File: src/rtl/pipe_sel_mux.sv
// Registered N-to-1 select mux with stall/flush control. Illegal selects hold
// out_data, raise out_err for one transfer, and bump a saturating debug counter.
`timescale 1ns/1ps
module pipe_sel_mux #(
  parameter int unsigned WIDTH  = 32,
  parameter int unsigned NUM_CH = 4,
  parameter int unsigned SEL_W  = 2,
  parameter int unsigned CNT_W  = 8
) (
  input  logic                    clk,
  input  logic                    reset,
  input  logic [NUM_CH*WIDTH-1:0] in_data,
  input  logic [SEL_W-1:0]        sel,
  input  logic                    in_valid,
  input  logic                    stall,
  input  logic                    flush,
  output logic [WIDTH-1:0]        out_data,
  output logic                    out_valid,
  output logic                    out_err,
  output logic [CNT_W-1:0]        err_cnt
);

  localparam logic [CNT_W-1:0] CNT_MAX = {CNT_W{1'b1}};

  logic [WIDTH-1:0] data_q, data_d;
  logic             valid_q, valid_d;
  logic             err_q, err_d;
  logic [CNT_W-1:0] cnt_q, cnt_d;

  logic             legal_c;
  logic [WIDTH-1:0] sel_data_c;

  // Channel decode; a select with no matching channel is treated as illegal.
  always_comb begin
    legal_c    = (32'(sel) < NUM_CH);
    sel_data_c = '0;
    for (int k = 0; k < NUM_CH; k++) begin
      if (sel == SEL_W'(k)) sel_data_c = in_data[k*WIDTH +: WIDTH];
    end
  end

  // Next-state: flush beats stall beats load; every path holds by default.
  always_comb begin
    data_d  = data_q;
    valid_d = valid_q;
    err_d   = err_q;
    cnt_d   = cnt_q;
    if (flush) begin
      data_d  = '0;
      valid_d = 1'b0;
      err_d   = 1'b0;
    end else if (!stall) begin
      if (in_valid && legal_c) begin
        data_d  = sel_data_c;
        valid_d = 1'b1;
        err_d   = 1'b0;
      end else if (in_valid) begin
        valid_d = 1'b0;
        err_d   = 1'b1;
        if (cnt_q != CNT_MAX) cnt_d = cnt_q + CNT_W'(1);
      end else begin
        valid_d = 1'b0;
        err_d   = 1'b0;
      end
    end
  end

  always_ff @(posedge clk) begin
    if (reset) begin
      data_q  <= '0;
      valid_q <= 1'b0;
      err_q   <= 1'b0;
      cnt_q   <= '0;
    end else begin
      data_q  <= data_d;
      valid_q <= valid_d;
      err_q   <= err_d;
      cnt_q   <= cnt_d;
    end
  end

  assign out_data  = data_q;
  assign out_valid = valid_q;
  assign out_err   = err_q;
  assign err_cnt   = cnt_q;

endmodule

File: config.mk
export PLATFORM = sky130hd
export DESIGN_NAME = pipe_sel_mux
export DESIGN_NICKNAME = d
export VERILOG_FILES = /design/src/rtl/pipe_sel_mux.sv
export SDC_FILE = /design/constraint.sdc
export NUM_CORES = 1
export LEC_CHECK = 0
export CORE_MARGIN = 2
export CORE_UTILIZATION = 31
export DETAILED_ROUTE_END_ITERATION = 8
export PLACE_DENSITY = 0.81
export SKIP_CTS_REPAIR_TIMING = 1
export SLEW_MARGIN = 10
export SYNTH_ARGS = -nofsm -noshare
export SYNTH_HDL_FRONTEND = slang
export SYNTH_SLANG_ARGS = --single-unit
File: constraint.sdc
create_clock -name clk -period 1.61 [get_ports clk]
set_input_delay 0.161 -clock clk [delete_from_list [all_inputs] [get_ports clk]]
set_output_delay 0.161 -clock clk [all_outputs]
set_load 0.01 [all_outputs]
# Word level (Yosys, flattened, before mapping)
# Cells that the tools add are included.
[word_totals] n_memories=0 latch_bits=0 in_bits=135 romBits=0 reg_bits=33 wordCells=14 ram_bits=0 out_inout_bits=42
[classes] mux=5 mul=0 n_reduce_logical=3 n_addsub=0 div=0 n_bitwise=1 magnitude_cmp=0 eq_ne=3 shifts=0
[op_table] op="$mux 32" n=4
[op_table] op="$eq 2x2->1 const B" n=2
[op_table] op="$eq 2x1->1 const B" n=1
[op_table] op="$logic_not 2->1" n=1
[op_table] op="$reduce_and 2->1" n=1
[op_table] op="$reduce_or 2->1" n=1
[op_table] op="$mux 1" n=1
[op_table] op="$not 1->1" n=1

# Longest topological paths before layout
[depth] ltp_word=5 ltp_mapped=5 mapped_depth_nobuf=3

# Least setup slack after synthesis
# OpenSTA, ideal clock, no wires.
[synth_path] path_type="in2reg" start="input sel[0]" end="register data_q[10], in the netlist out_data[10]" path_buffers=2 setup_slack_ps=414 setup_time_ps=128 stages=5 t_arrival_ps=1069 required_time_ps=1482 cell_sequence="buf_6 buf_12 mux4_2 mux2i_1 nor2_1"
[synth_between] elab_chain_len=5 word_cells_on_any_way=8 classes_between="eq/ne: 3; mux: 4; reduce/logical: 1"
[synth_lines] item="start, declared" line="13" source="input logic [SEL_W-1:0] sel,"
[synth_lines] item="$logic_not 2->1" line="38" source="if (sel == SEL_W'(k)) sel_data_c = in_data[k*WIDTH +: WIDTH];"
[synth_lines] item="$mux 32 (3 in series)" line="38"
[synth_lines] item="$mux 32 *" line="38"
[synth_lines] item="end signal, assigned" line="75" source="data_q <= data_d;"
[synth_lines] item="end, declared" line="25" source="logic [WIDTH-1:0] data_q, data_d;"
# Mark *: on every way between the ends. The rest lies on a longest branch, timed or not.
# A chain may end at the register's enable or synchronous reset.

# Final worst setup path
[layout_path] start="register data_q[19], in the netlist out_data[19]" end="output out_data[19]"
[layout_lines] item="end, declared" line="17" source="output logic [WIDTH-1:0] out_data,"
# No word-level cell between the ends.

==> summary by stage <==
Global routing
For this run, global-route usage on met1 was measured as 0.194. The largest net degree at the start of global routing is 33. Summed over all layers, the global routing overflow is 0. The number of global-route vias before repair came to between 1.5k and 2k.

In the global route stage, met2 resource usage came out at 0.343. The overall fraction of global-route tracks in use is 0.181. The first global-routing pass estimated between 9000 and 10000 µm of wire. For met3 alone, demand over resource in global routing was 0.0527. The most used routing layer is met2. The initial antenna violation count is 0.

CTS
The clock edge transition at the registers on the reported setup and hold paths is around 70 ps. The cell at the root of the clock tree is sky130_fd_sc_hd__clkbuf_8. The insertion delay of the later-clocked pin in the worst-skew pair is about 280 ps. In this run the number of H-tree levels came out at 2. The number of clock buffers added by TritonCTS is 5.

The clock net sink count is 33. The maximum clock insertion buffer count is 2. The CTS tree is yes.

Power and ir drop
For this design the ratio of total power to cell area is approximately 600 nW/µm². Power comes to 2.21 mW. For this design the static power due to leakage is between 1 and 1.5 nW. The worst vdd rail ir drop is 322 µV.

Route
The wire length per cell is about 17 µm. The number of antenna-violating nets in the routed design is 0. The routed wire length is between 6000 and 7000 µm. The routed layout has ~1.9k vias. For this block, the initial DRC count from the detailed router was 44. The via density per instance is 4.89. The first detailed-routing pass ran for 4 iterations. The residual DRC count is 0.

Timing
Setup repair after global routing left no endpoint under its margin. Summed over all failing endpoints, the final setup total negative slack is 0 ps. Based on the critical path, the design can be clocked at up to ~730 MHz. The maximum clock skew at final layout is 0 ps. The shortest clock period the worst path allows after layout is approximately 1400 ps. The final count of pins violating max slew was 0. The number of hold-slack violations in the final timing report was 0. Of the available clock period, the critical path in the final layout requires 0.853.

Setup violations remaining at the end of the flow were counted as 0.

Critical path
The maximum fanout along the worst path is 2. The critical path's largest stage delay is 590 ps. STA classifies the critical path startpoint as a flip-flop.

The signal on the critical path passes through clkdlybuf4s50_1. At the worst endpoint, the arrival time is roughly 1200 ps. The data required time at the worst endpoint is around 1500 ps. The cell family contributing the most delay on the critical path is buffers and inverters. The critical path class is reg -> out. The sum of buffers and inverters on the critical path is 1.

The slowest stage of the critical path is the sky130_fd_sc_hd__clkdlybuf4s50_1 cell. STA classifies the critical path endpoint as a primary output.

Synthesis
The netlist area before placement is 1930 µm². The mean area per synthesized cell is about 14 µm². The gate count after technology mapping is 136. The sequential cell area fraction in the yosys report is 0.342. After synthesis, the netlist uses 18 different library cells. Synthesis inferred 33 register bits.

The number of warnings printed during yosys synthesis is 0.

Run
Across the run, the number of max-cap violations was 0.

Die
The region available for standard cell placement spans between 5000 and 6000 µm². Measured along the y axis, the die boundary spans about 83 µm. The initial utilization of the core area, before any placement, comes to 0.323. Row generation in the floorplan step produced 28 rows.

The horizontal extent of the die is around 83 µm. around 180 I/O pins were placed. The die covers just under 7000 µm².

Cells and area
The ratio of cells with drive above 1 in the final layout is 0.161. Summing all non-filler instances in the final layout gives an area of around 3800 µm². Counting the fill cells in the layout gives 476. The net count of the finished layout is about 440. The synthesis-to-layout area growth is 94.7%. 0 antenna diodes ended up in the layout.

Worst hold path
The worst min-delay path category is in -> reg.

Place
The post-detailed-placement half-perimeter wirelength is between 5000 and 6000 µm. The routability congestion estimate from global placement is between 0.7 and 0.8. The number of buffers added on ports is about 170.

The area of placed instances is ~3700 µm².

Outcome
The flow ran to the end, and the final reports show no timing, DRC or antenna violations.
## layer usage
layer / up-vias / part of all wire
met2: 102 / 0.55
met5: - / 0
met4: 0 / 0.010
met3: 6 / 0.074
li1: 864 / -
met1: 883 / 0.37
## cells in the final DEF (no fill, tap or decap)
master and instances:
sky130_fd_sc_hd__a21oi_1 1, sky130_fd_sc_hd__nor2_1 10, sky130_fd_sc_hd__or2_2 1, sky130_fd_sc_hd__nand2b_1 1, sky130_fd_sc_hd__buf_2 1, sky130_fd_sc_hd__clkinv_2 1
sky130_fd_sc_hd__clkdlybuf4s50_1 166, sky130_fd_sc_hd__conb_1 9, sky130_fd_sc_hd__buf_12 5, sky130_fd_sc_hd__mux2i_1 10, sky130_fd_sc_hd__mux4_2 30, sky130_fd_sc_hd__buf_4 2
sky130_fd_sc_hd__a22o_1 22, sky130_fd_sc_hd__nand2_1 1, sky130_fd_sc_hd__nor2_2 1, sky130_fd_sc_hd__dfxtp_1 33, sky130_fd_sc_hd__nor2b_2 1, sky130_fd_sc_hd__clkbuf_8 7
sky130_fd_sc_hd__mux4_1 2
## layout make-up
class                      instances  area (µm²)  area share
timing repair buffer             174        1780       0.473
clock buffer                       7        96.3      0.0256
multi-input combinational         89        1130       0.300
sequential                        33         661       0.175
tap                               75        93.8      0.0249
clock inverter                     1        5.00     0.00133
## tightest hold or removal path, stage by stage
cell,delay [ps]
sky130_fd_sc_hd__buf_2,150
sky130_fd_sc_hd__mux4_1,230
sky130_fd_sc_hd__a22o_1,120
## worst paths after layout
kind / startpoint / endpoint / slack (ps) / depth (start not counted)
max: out_data[19] / out_data[19] / 240 / 1
min: sel[0] / out_data[19] / 410 / 3
max reg2reg: out_data[17] / out_data[17] / 980 / 1
min reg2reg: out_valid / out_valid / 460 / 2
## sequential cells by signal (all words and copies together) (netlist names)
register / count
out_data: 32
out_valid: 1
## synth_stat cells
| cell type | number | share of area |
|---|---|---|
| sky130_fd_sc_hd__nor2b_1 | 1 | 0.0032 |
| sky130_fd_sc_hd__buf_6 | 1 | 0.0058 |
| sky130_fd_sc_hd__clkbuf_1 | 1 | 0.0019 |
| sky130_fd_sc_hd__nand2b_1 | 1 | 0.0032 |
| sky130_fd_sc_hd__buf_2 | 6 | 0.016 |
| sky130_fd_sc_hd__conb_1 | 1 | 0.0019 |
| sky130_fd_sc_hd__mux4_2 | 30 | 0.35 |
| sky130_fd_sc_hd__buf_4 | 9 | 0.035 |
| sky130_fd_sc_hd__or2_2 | 1 | 0.0032 |
| sky130_fd_sc_hd__nor2_1 | 11 | 0.021 |
| sky130_fd_sc_hd__dfxtp_1 | 33 | 0.34 |
| sky130_fd_sc_hd__mux2i_1 | 10 | 0.052 |
| sky130_fd_sc_hd__nand2_1 | 1 | 0.0019 |
| sky130_fd_sc_hd__a22o_1 | 22 | 0.10 |
| sky130_fd_sc_hd__mux4_1 | 2 | 0.027 |
| sky130_fd_sc_hd__a21oi_1 | 1 | 0.0026 |
| sky130_fd_sc_hd__buf_12 | 3 | 0.031 |
| sky130_fd_sc_hd__buf_1 | 2 | 0.0039 |
## power breakdown
| group | total, mW | switching (mW) | internal [mW] |
|---|---|---|---|
| sequential | 0.850 | 0.0114 | 0.838 |
| combinational | 0.664 | 0.175 | 0.489 |
| clock | 0.693 | 0.307 | 0.387 |
| total | 2.21 | 0.493 | 1.71 |
## stage by stage
step           worst slack [ps]  hold slack [ps]   util  std cells
6_report                    237              411  0.629        379
5_1_grt                     190              429  0.629        379
4_1_cts                     227              406  0.629        379
3_5_place_dp               28.0              453  0.612        371
3_3_place_gp               68.5              447  0.612        371
2_1_floorplan               414              307      -        144
## kinds of logic after synthesis
logic type	share of synthesized area
buf+inv	0.0931
flops	0.342
other cells	0.00194
compound gates	0.102
simple gates	0.0330
mux	0.428
No activity file was read; power rests on OpenSTA's default activity.
